**config.mk**
```make
export PLATFORM = sky130hd
export DESIGN_NAME = hls_run_sequencer
export DESIGN_NICKNAME = d
export VERILOG_FILES = /design/src/rtl/hls_seq_pkg.sv /design/src/rtl/hls_seq_cycle_counter.sv /design/src/rtl/hls_run_sequencer.sv
export SDC_FILE = /design/constraint.sdc
export NUM_CORES = 1
export LEC_CHECK = 0
export CELL_PAD_IN_SITES_DETAIL_PLACEMENT = 2
export CELL_PAD_IN_SITES_GLOBAL_PLACEMENT = 2
export CORE_MARGIN = 8
export CORE_UTILIZATION = 26
export CTS_BUF_LIST = sky130_fd_sc_hd__clkbuf_8
export CTS_CLUSTER_SIZE = 25
export DETAILED_ROUTE_END_ITERATION = 8
export PLACE_DENSITY_LB_ADDON = 0.1
export SLEW_MARGIN = 20
export SYNTH_ARGS = -nofsm -noshare
export SYNTH_HDL_FRONTEND = slang
export SYNTH_SLANG_ARGS = --single-unit
```
**constraint.sdc**
```tcl
create_clock -name clock -period 8.14 [get_ports clock]
set_input_delay 1.628 -clock clock [delete_from_list [all_inputs] [get_ports clock]]
set_output_delay 1.628 -clock clock [all_outputs]
set_load 0.02 [all_outputs]
```
**src/rtl/hls_seq_pkg.sv**
```systemverilog
// hls_seq_pkg: shared op codes, status codes, FSM states and default run timeout.
package hls_seq_pkg;
  localparam logic [1:0] OP_WRITE = 2'd0;
  localparam logic [1:0] OP_READ = 2'd1;
  localparam logic [1:0] OP_RUN = 2'd2;
  localparam logic [1:0] OP_NOP = 2'd3;
  localparam logic [1:0] ST_OK = 2'd0;
  localparam logic [1:0] ST_RUN_TIMEOUT = 2'd1;
  localparam logic [1:0] ST_MEM_TIMEOUT = 2'd2;
  localparam logic [1:0] ST_SPURIOUS_DONE = 2'd3;
  localparam int unsigned DEFAULT_TIMEOUT = 200000000;
  typedef enum logic [2:0] {
    S_IDLE,
    S_MEM_REQ,
    S_MEM_WAIT,
    S_START,
    S_RUN,
    S_ABORT,
    S_RSP
  } state_t;
endpackage

```
**src/rtl/hls_seq_cycle_counter.sv**
```systemverilog
// hls_seq_cycle_counter: clear/enable cycle counter flagging when the next count hits limit.
module hls_seq_cycle_counter #(
  parameter int W = 32
) (
  input  logic         clock,
  input  logic         reset,
  input  logic         clr,
  input  logic         en,
  input  logic [W-1:0] limit,
  output logic [W-1:0] nxt,
  output logic         tc
);
  logic [W-1:0] cnt;
  always_ff @(posedge clock or posedge reset) begin
    if (reset) cnt <= '0;
    else if (clr) cnt <= '0;
    else if (en) cnt <= nxt;
  end
  assign nxt = cnt + W'(1);
  assign tc = nxt == limit;
endmodule

```
**src/rtl/hls_run_sequencer.sv**
```systemverilog
// hls_run_sequencer: command/response sequencer that preloads, launches, times and reads back
// one Bambu accelerator through start/done and slave-RAM channel 0.
module hls_run_sequencer
  import hls_seq_pkg::*;
#(
  parameter int          ADDR_W  = 9,
  parameter int          DATA_W  = 64,
  parameter int          SIZE_W  = 7,
  parameter int          CYC_W   = 32,
  parameter int unsigned TIMEOUT = DEFAULT_TIMEOUT,
  parameter int          MEM_TO  = 16
) (
  input  logic                clock,
  input  logic                reset,
  input  logic                cmd_valid,
  output logic                cmd_ready,
  input  logic [1:0]          cmd_op,
  input  logic [ADDR_W-1:0]   cmd_addr,
  input  logic [DATA_W-1:0]   cmd_wdata,
  input  logic [SIZE_W-1:0]   cmd_size,
  output logic                rsp_valid,
  input  logic                rsp_ready,
  output logic [1:0]          rsp_status,
  output logic [DATA_W-1:0]   rsp_data,
  output logic                start_port,
  input  logic                done_port,
  output logic                acc_abort,
  output logic [1:0]          S_oe_ram,
  output logic [1:0]          S_we_ram,
  output logic [2*ADDR_W-1:0] S_addr_ram,
  output logic [2*DATA_W-1:0] S_Wdata_ram,
  output logic [2*SIZE_W-1:0] S_data_ram_size,
  input  logic [2*DATA_W-1:0] Sout_Rdata_ram,
  input  logic [1:0]          Sout_DataRdy,
  output logic                busy
);
  if (CYC_W < 32 && (TIMEOUT >> CYC_W) != 0) begin : g_timeout_check
    $error("TIMEOUT does not fit in CYC_W bits");
  end
  state_t state, nxt_state;
  logic [1:0] op_q, st_q, st_n;
  logic [ADDR_W-1:0] addr_q;
  logic [DATA_W-1:0] wdata_q, data_q, data_n;
  logic [SIZE_W-1:0] size_q;
  logic load_rsp, spur, clr_spur, ab, req, accept, tc, unused_in;
  logic [CYC_W-1:0] cnt_nxt;
  assign unused_in = ^{Sout_Rdata_ram[2*DATA_W-1:DATA_W], Sout_DataRdy[1]};
  // One counter serves both the run latency and the per-access memory timeout.
  hls_seq_cycle_counter #(.W(CYC_W)) u_cnt (
    .clock(clock),
    .reset(reset),
    .clr(state == S_START || state == S_MEM_REQ),
    .en(state == S_RUN || state == S_MEM_WAIT),
    .limit(state == S_MEM_WAIT ? CYC_W'(MEM_TO) : CYC_W'(TIMEOUT)),
    .nxt(cnt_nxt),
    .tc(tc)
  );
  always_ff @(posedge clock or posedge reset) begin
    if (reset) begin
      state <= S_IDLE;
      op_q <= '0;
      addr_q <= '0;
      wdata_q <= '0;
      size_q <= '0;
      st_q <= '0;
      data_q <= '0;
      spur <= 1'b0;
      ab <= 1'b0;
    end else begin
      state <= nxt_state;
      if (accept) {op_q, addr_q, wdata_q, size_q} <= {cmd_op, cmd_addr, cmd_wdata, cmd_size};
      if (load_rsp) {st_q, data_q} <= {st_n, data_n};
      spur <= (spur & ~clr_spur) | (done_port & state != S_START & state != S_RUN);
      ab <= state == S_ABORT && !ab;
    end
  end
  always_comb begin
    nxt_state = state;
    load_rsp = 1'b0;
    st_n = ST_OK;
    data_n = '0;
    clr_spur = 1'b0;
    case (state)
      S_IDLE: if (cmd_valid) begin
        if (cmd_op == OP_NOP) begin
          nxt_state = S_RSP;
          load_rsp = 1'b1;
        end else if (cmd_op == OP_RUN) begin
          nxt_state = spur ? S_RSP : S_START;
          load_rsp = spur;
          st_n = ST_SPURIOUS_DONE;
          clr_spur = spur;
        end else nxt_state = S_MEM_REQ;
      end
      S_MEM_REQ: nxt_state = S_MEM_WAIT;
      S_MEM_WAIT: if (Sout_DataRdy[0]) begin
        nxt_state = S_RSP;
        load_rsp = 1'b1;
        data_n = op_q == OP_READ ? Sout_Rdata_ram[DATA_W-1:0] : '0;
      end else if (tc) begin
        nxt_state = S_RSP;
        load_rsp = 1'b1;
        st_n = ST_MEM_TIMEOUT;
      end
      S_START: nxt_state = S_RUN;
      S_RUN: if (done_port) begin
        nxt_state = S_RSP;
        load_rsp = 1'b1;
        data_n = DATA_W'(cnt_nxt);
      end else if (tc) nxt_state = S_ABORT;
      S_ABORT: if (ab) begin
        nxt_state = S_RSP;
        load_rsp = 1'b1;
        st_n = ST_RUN_TIMEOUT;
        data_n = DATA_W'(TIMEOUT);
      end
      S_RSP: if (rsp_ready) nxt_state = S_IDLE;
      default: nxt_state = S_IDLE;
    endcase
  end
  assign cmd_ready = state == S_IDLE;
  assign busy = !cmd_ready;
  assign accept = cmd_valid && cmd_ready;
  assign start_port = state == S_START;
  assign acc_abort = state == S_ABORT;
  assign rsp_valid = state == S_RSP;
  assign rsp_status = st_q;
  assign rsp_data = data_q;
  assign req = state == S_MEM_REQ;
  assign S_oe_ram = {1'b0, req && op_q == OP_READ};
  assign S_we_ram = {1'b0, req && op_q == OP_WRITE};
  assign S_addr_ram = {{ADDR_W{1'b0}}, req ? addr_q : '0};
  assign S_Wdata_ram = {{DATA_W{1'b0}}, req ? wdata_q : '0};
  assign S_data_ram_size = {{SIZE_W{1'b0}}, req ? size_q : '0};
endmodule

```
Yosys cells after proc, flatten, opt, wreduce, memory -nomap -nowiden
Cells that the tools add are included.
{ "word_totals": {"latchBits": 0, "ff_bits": 185, "n_memories": 0, "ram_bits": 0, "rom_bits": 0} }
{ "classes": {"eq_ne": 17, "shift": 0, "reduce_logical": 12, "muxes": 40, "div": 0, "order_cmp": 0, "addsub": 1, "n_mul": 0, "bitwise": 5} }
{ "op_table": {"columns": ["cell", "n"], "rows": [
  ["two-way mux 64 bit", 3],
  ["one-hot mux 64 bit (3 select lines)", 1],
  ["two-way mux 32 bit", 3],
  ["two-way mux 28 bit", 2],
  ["adder 32 x 1 -> 32 bit (second input constant)", 1],
  ["equality test 32 x 28 -> 1 bit", 1],
  ["two-way mux 3 bit", 10],
  ["one-hot mux 3 bit (7 select lines)", 1],
  ["two-way mux 1 bit", 11],
  ["two-way mux 2 bit", 5],
  ["equality test 3 bit (second input constant)", 3],
  ["two-way mux 9 bit", 1],
  ["inequality test 3 bit (second input constant)", 3],
  ["two-way mux 7 bit", 1],
  ["equality test 3 x 2 -> 1 bit (second input constant)", 2],
  ["one-hot mux 2 bit (3 select lines)", 1],
  ["AND reduction 5 bit", 1],
  ["equality test 2 bit (second input constant)", 2],
  ["logical AND 1 bit", 4],
  ["inequality test 2 x 1 -> 1 bit (second input constant)", 2],
  ["one-hot mux 1 bit (4 select lines)", 1],
  ["AND 1 bit", 3],
  ["equality test 3 x 1 -> 1 bit (second input constant)", 1],
  ["logical NOT 3 bit", 1],
  ["other kinds (9)", 11]
]} }

Logic depth before layout (Yosys ltp)
{ "depth": {"word_depth": 8, "mapped_depth": 12, "mapped_depth_nobuf": 9} }

Cells and area by module
From an unflattened synthesis, not the netlist that was laid out.
{ "hier_totals": {"hier_cells": 1155, "area_unflattened_um2": 10582.6} }
{ "by_module_without_submodules": {"columns": ["mod", "cells_each", "instances", "area_each_um2"], "rows": [
  ["hls_run_sequencer", 774, 1, 7274.5],
  ["hls_seq_cycle_counter", 381, 1, 3308.2]
]} }

Least setup slack after synthesis
OpenSTA, ideal clock, no wires.
{ "synth_timing": {"path_kind": "register -> output", "start": "register state[0]", "end": "output port S_we_ram[0]", "arrival_time_ns": 1.836, "n_path_buf": 1, "slack_ns": 4.676, "required_time_ns": 6.512, "path_stages_with_launch": 5, "cell_sequence": "dfrtp_1 clkbuf_1 inv_1 nor3_1 nor3b_1"} }
{ "synth_between": {"elab_chain_len": 2} }
{ "synth_lines": {"columns": ["element", "line_no", "rtl"], "rows": [
  ["start, declared", "hls_run_sequencer.sv:40", "state_t state, nxt_state;"],
  ["start signal, assigned", "hls_run_sequencer.sv:70", "state <= nxt_state;"],
  ["equality test 3 x 1 -> 1 bit", "hls_run_sequencer.sv:129", "assign req = state == S_MEM_REQ;"],
  ["logical AND 1 bit", "hls_run_sequencer.sv:131", "assign S_we_ram = {1'b0, req && op_q == OP_WRITE};"],
  ["end, declared", "hls_run_sequencer.sv:29", "output logic [1:0] S_we_ram,"]
]} }
No other way between the ends.

Worst setup path after layout
Ends and elaborated chain as after synthesis.

==> results by group <==
Synthesis
  • Number of synthesized flops with an enable pin: 0
  • Post-synthesis xor/xnor area fraction: 0.02521
  • Synth Area in Compound Gates: 0.1691
  • Top cell type's share of synthesized area: 0.4163
  • Syn Area/Cell: 10.13 sq um
  • Synth Flop Type: dfrtp_1
  • Synth async-reset ratio: 1.000
  • Seq/Total Area, Yosys: 0.4163
  • Mux share of post-synthesis cell area: 0.08687
  • Yosys cell types: 74
  • Synth Area in Simple Gates: 0.1985
  • Yosys top cell by area: dfrtp_1
  • Synth area leaders: dfrtp_1, mux2_2, buf_4, and2_1, o21ai_2
  • Yosys warning total: 0
  • Adder-Cell Fraction of Synth Area: 0.001125
  • Post-Syn Instances: 1098
  • Seq cells post-synth: 185
  • Largest family of logic cells by synthesized area: simple AND/OR/NAND/NOR gates
  • Mapped cell area: about 0.011 sq mm

Timing
  • WHS: 0.4922 ns
  • Final Cycle Share: 0.6003
  • Setup_tns: 0 ns
  • Worst-Margin Slew: 0.9691 ns
  • RSZ-0062 raised after global routing: no
  • Endpoints failing setup: 0
  • Hold Vio Cnt, Final: 0
  • Slew Limit Fails: 0
  • Fmax: between 200 and 250 MHz
  • Minimum clock period: 4.887 ns
  • Layout Skew: 0.01979 ns
  • Setup ws final: ~3.3 ns
  • Max-Slew Margin vs Limit: 0.3539

Worst setup path
  • Required @ worst endpoint: 6.51 ns
  • Slowest stage delay, CP: 0.70 ns
  • Crit-path cells: inv_1, nor3_2, buf_4, nor3b_1, clkdlybuf4s50_1
  • CP max FO: 82
  • CP Capture Type: primary output
  • Startpoint Class: flip-flop
  • Slowest cell on the critical path: dfrtp_1
  • Critical path class: flip-flop to primary output
  • Crit path DAT: about 3.3 ns

Route
  • First DRT Iteration DRCs: 331
  • Drt drc: 0
  • WL met2: between 20 and 25 mm
  • Antenna Nets Post-Route: 0
  • DR WL met3: 2.436 mm
  • M1 WL: ~19 mm
  • Top routing layer used: met5
  • WL per Instance: 23.43 microns
  • Post-DR vias/cell: 4.898
  • WL final: between 40 and 50 mm
  • Vias: just over 9000
  • First drt pass iteration count: 4

Final layout
  • Fillers: 4572
  • Share of layout cells above drive strength 1: 0.1633
  • Finished Layout Cells: 1898
  • Most frequent cells in the layout: clkdlybuf4s50_1, dfrtp_1, and2_1
  • Commonest non-fill, non-tap cell in the layout: clkdlybuf4s50_1
  • P&R area growth vs syn: 31.30%
  • Post-layout util: 0.3473
  • Layout Nets: 1558

Power
  • Power Dens Cells: 318.6 mW/mm^2
  • Peak VDD IR: 0.1336 mV
  • Pleak: 5.659 nW

Global routing
  • First-pass GRT wire length: ~67 mm
  • Initial antenna violation count: 6
  • All-layer global routing usage: 0.1762
  • Largest net degree at the start of global routing: 124
  • Number of global-route vias before repair: 10483
  • Remaining Overflow, GRT: 0

Floorplan
  • Placement row count: 75
  • Starting Density: 0.2645
  • Die X-Extent: 222.8 microns
  • Core ar.: 0.04204 sq mm
  • DIE HEIGHT: roughly 220 microns
  • Die area: 0.04964 sq mm
  • Top Ports: 452

Place
  • RePlAce Congestion: 0.7812
  • PortBufs: 304
  • DP Worst Slack: 2.992 ns
  • DP HPWL: 31.98 mm
  • Cells after DPL: 1859

Job
  • Maxcap violations: 0

CTS
  • CTS buffer count: 17
  • CTS tree: built
  • Hold buffer count at cts: 0
  • Setup repair bufs after CTS: 0
  • # resized after CTS: 0
  • # H-tree levels: 4
  • CTS Sinks: between 150 and 200
  • Clock Tree Root: clkbuf_8
  • Clock Latency Late Sink: 0.52 ns
  • Clock tree buffer depth: 2
  • Clock Pin Slew Worst Setup and Hold Paths: 0.11 ns

Outcome
  • Outcome: complete, no violations

Hold path
  • Worst hold path type: flip-flop to flip-flop
## metal layers
layer / global-route usage / vias to the layer above
met5: 0 / -
met4: 0.05098 / 2
met3: 0.05572 / 34
met2: 0.3069 / 178
met1: 0.2054 / 4794
li1: - / 4289
## per-stage QoR
step                      area, sq um  total power, W
after detailed placement        14150        0.004004
final                           14600        0.004651
after CTS                       14570        0.004732
after floorplan                 11420        0.003045
after global placement          14150        0.003931
after global routing            14590        0.004966
## where the power goes
group          total (W)  switching (W)  internal [W]
Combinational    0.00236        0.00131       0.00105
Sequential       0.00159       0.000280       0.00131
Clock           0.000705       0.000392      0.000313
Total            0.00465        0.00198       0.00267
## Yosys cell counts, types with 4 or more instances
| cell | n |
|---|---|
| a211oi_1 | 4 |
| a21oi_1 | 21 |
| a221oi_1 | 6 |
| a22o_1 | 4 |
| a31oi_1 | 27 |
| a32oi_1 | 32 |
| and2_1 | 89 |
| and3_1 | 18 |
| and4_1 | 5 |
| buf_12 | 6 |
| buf_2 | 8 |
| buf_4 | 91 |
| clkbuf_1 | 69 |
| dfrtp_1 | 185 |
| inv_1 | 7 |
| mux2_2 | 84 |
| nand2_1 | 53 |
| nand3_1 | 14 |
| nand3b_1 | 66 |
| nand4_1 | 7 |
| nand4_2 | 5 |
| nor2_1 | 32 |
| nor3_1 | 11 |
| nor3b_1 | 5 |
| nor4_1 | 13 |
| nor4_2 | 4 |
| o21ai_0 | 69 |
| o21ai_2 | 60 |
| o31a_1 | 4 |
| o31ai_1 | 8 |
| or3_1 | 5 |
| xnor2_1 | 23 |
| xor2_1 | 9 |
## state kept, by name, summed over array words and instances, names as in the netlist
register	count
state	3
rsp_status	2
rsp_data	64
u_cnt.cnt	32
spur	1
addr_q	9
ab	1
wdata_q	64
size_q	7
op_q	2
## final cells by class
type	instances	area, sq um	share of cell area
diodes	6	15.01	0.001028
clock buffers	18	247.7	0.01697
clock inverters	14	172.7	0.01183
inverters	7	33.78	0.002314
multi-input cells	812	5688	0.3896
flip-flops and latches	185	4629	0.3171
well taps	539	674.4	0.04619
repair buffers	317	3139	0.2150
## path summary, 6_finish.rpt
| check | from | cells after the start | slack [ns] | end |
|---|---|---|---|---|
| worst min-delay path | ab | 1 | 0.49 | ab |
| worst min register to register | ab | 1 | 0.49 | ab |
| worst max-delay path | state[0] | 5 | 3.25 | S_we_ram[0] |
| min in group asynchronous | reset | 2 | 1.72 | wdata_q[44] |
| max in group asynchronous | reset | 3 | 4.90 | wdata_q[62] |
| worst max register to register | state[1] | 9 | 3.56 | rsp_data[62] |
## kinds of logic after synthesis
logic type      count (synthesis)
xor+xnor                       32
fa+ha+maj                       1
simple gates                  349
other cells                     1
compound gates                262
buf+inv                       182
mux                            86
flops                         185
## critical path, delay by kind of cell (launching register included)
kind,cells,cell delay [ns]
buf+inv,3,1.56
flops,1,0.70
simple gates,2,0.46
(Power assumes the default switching activity.)
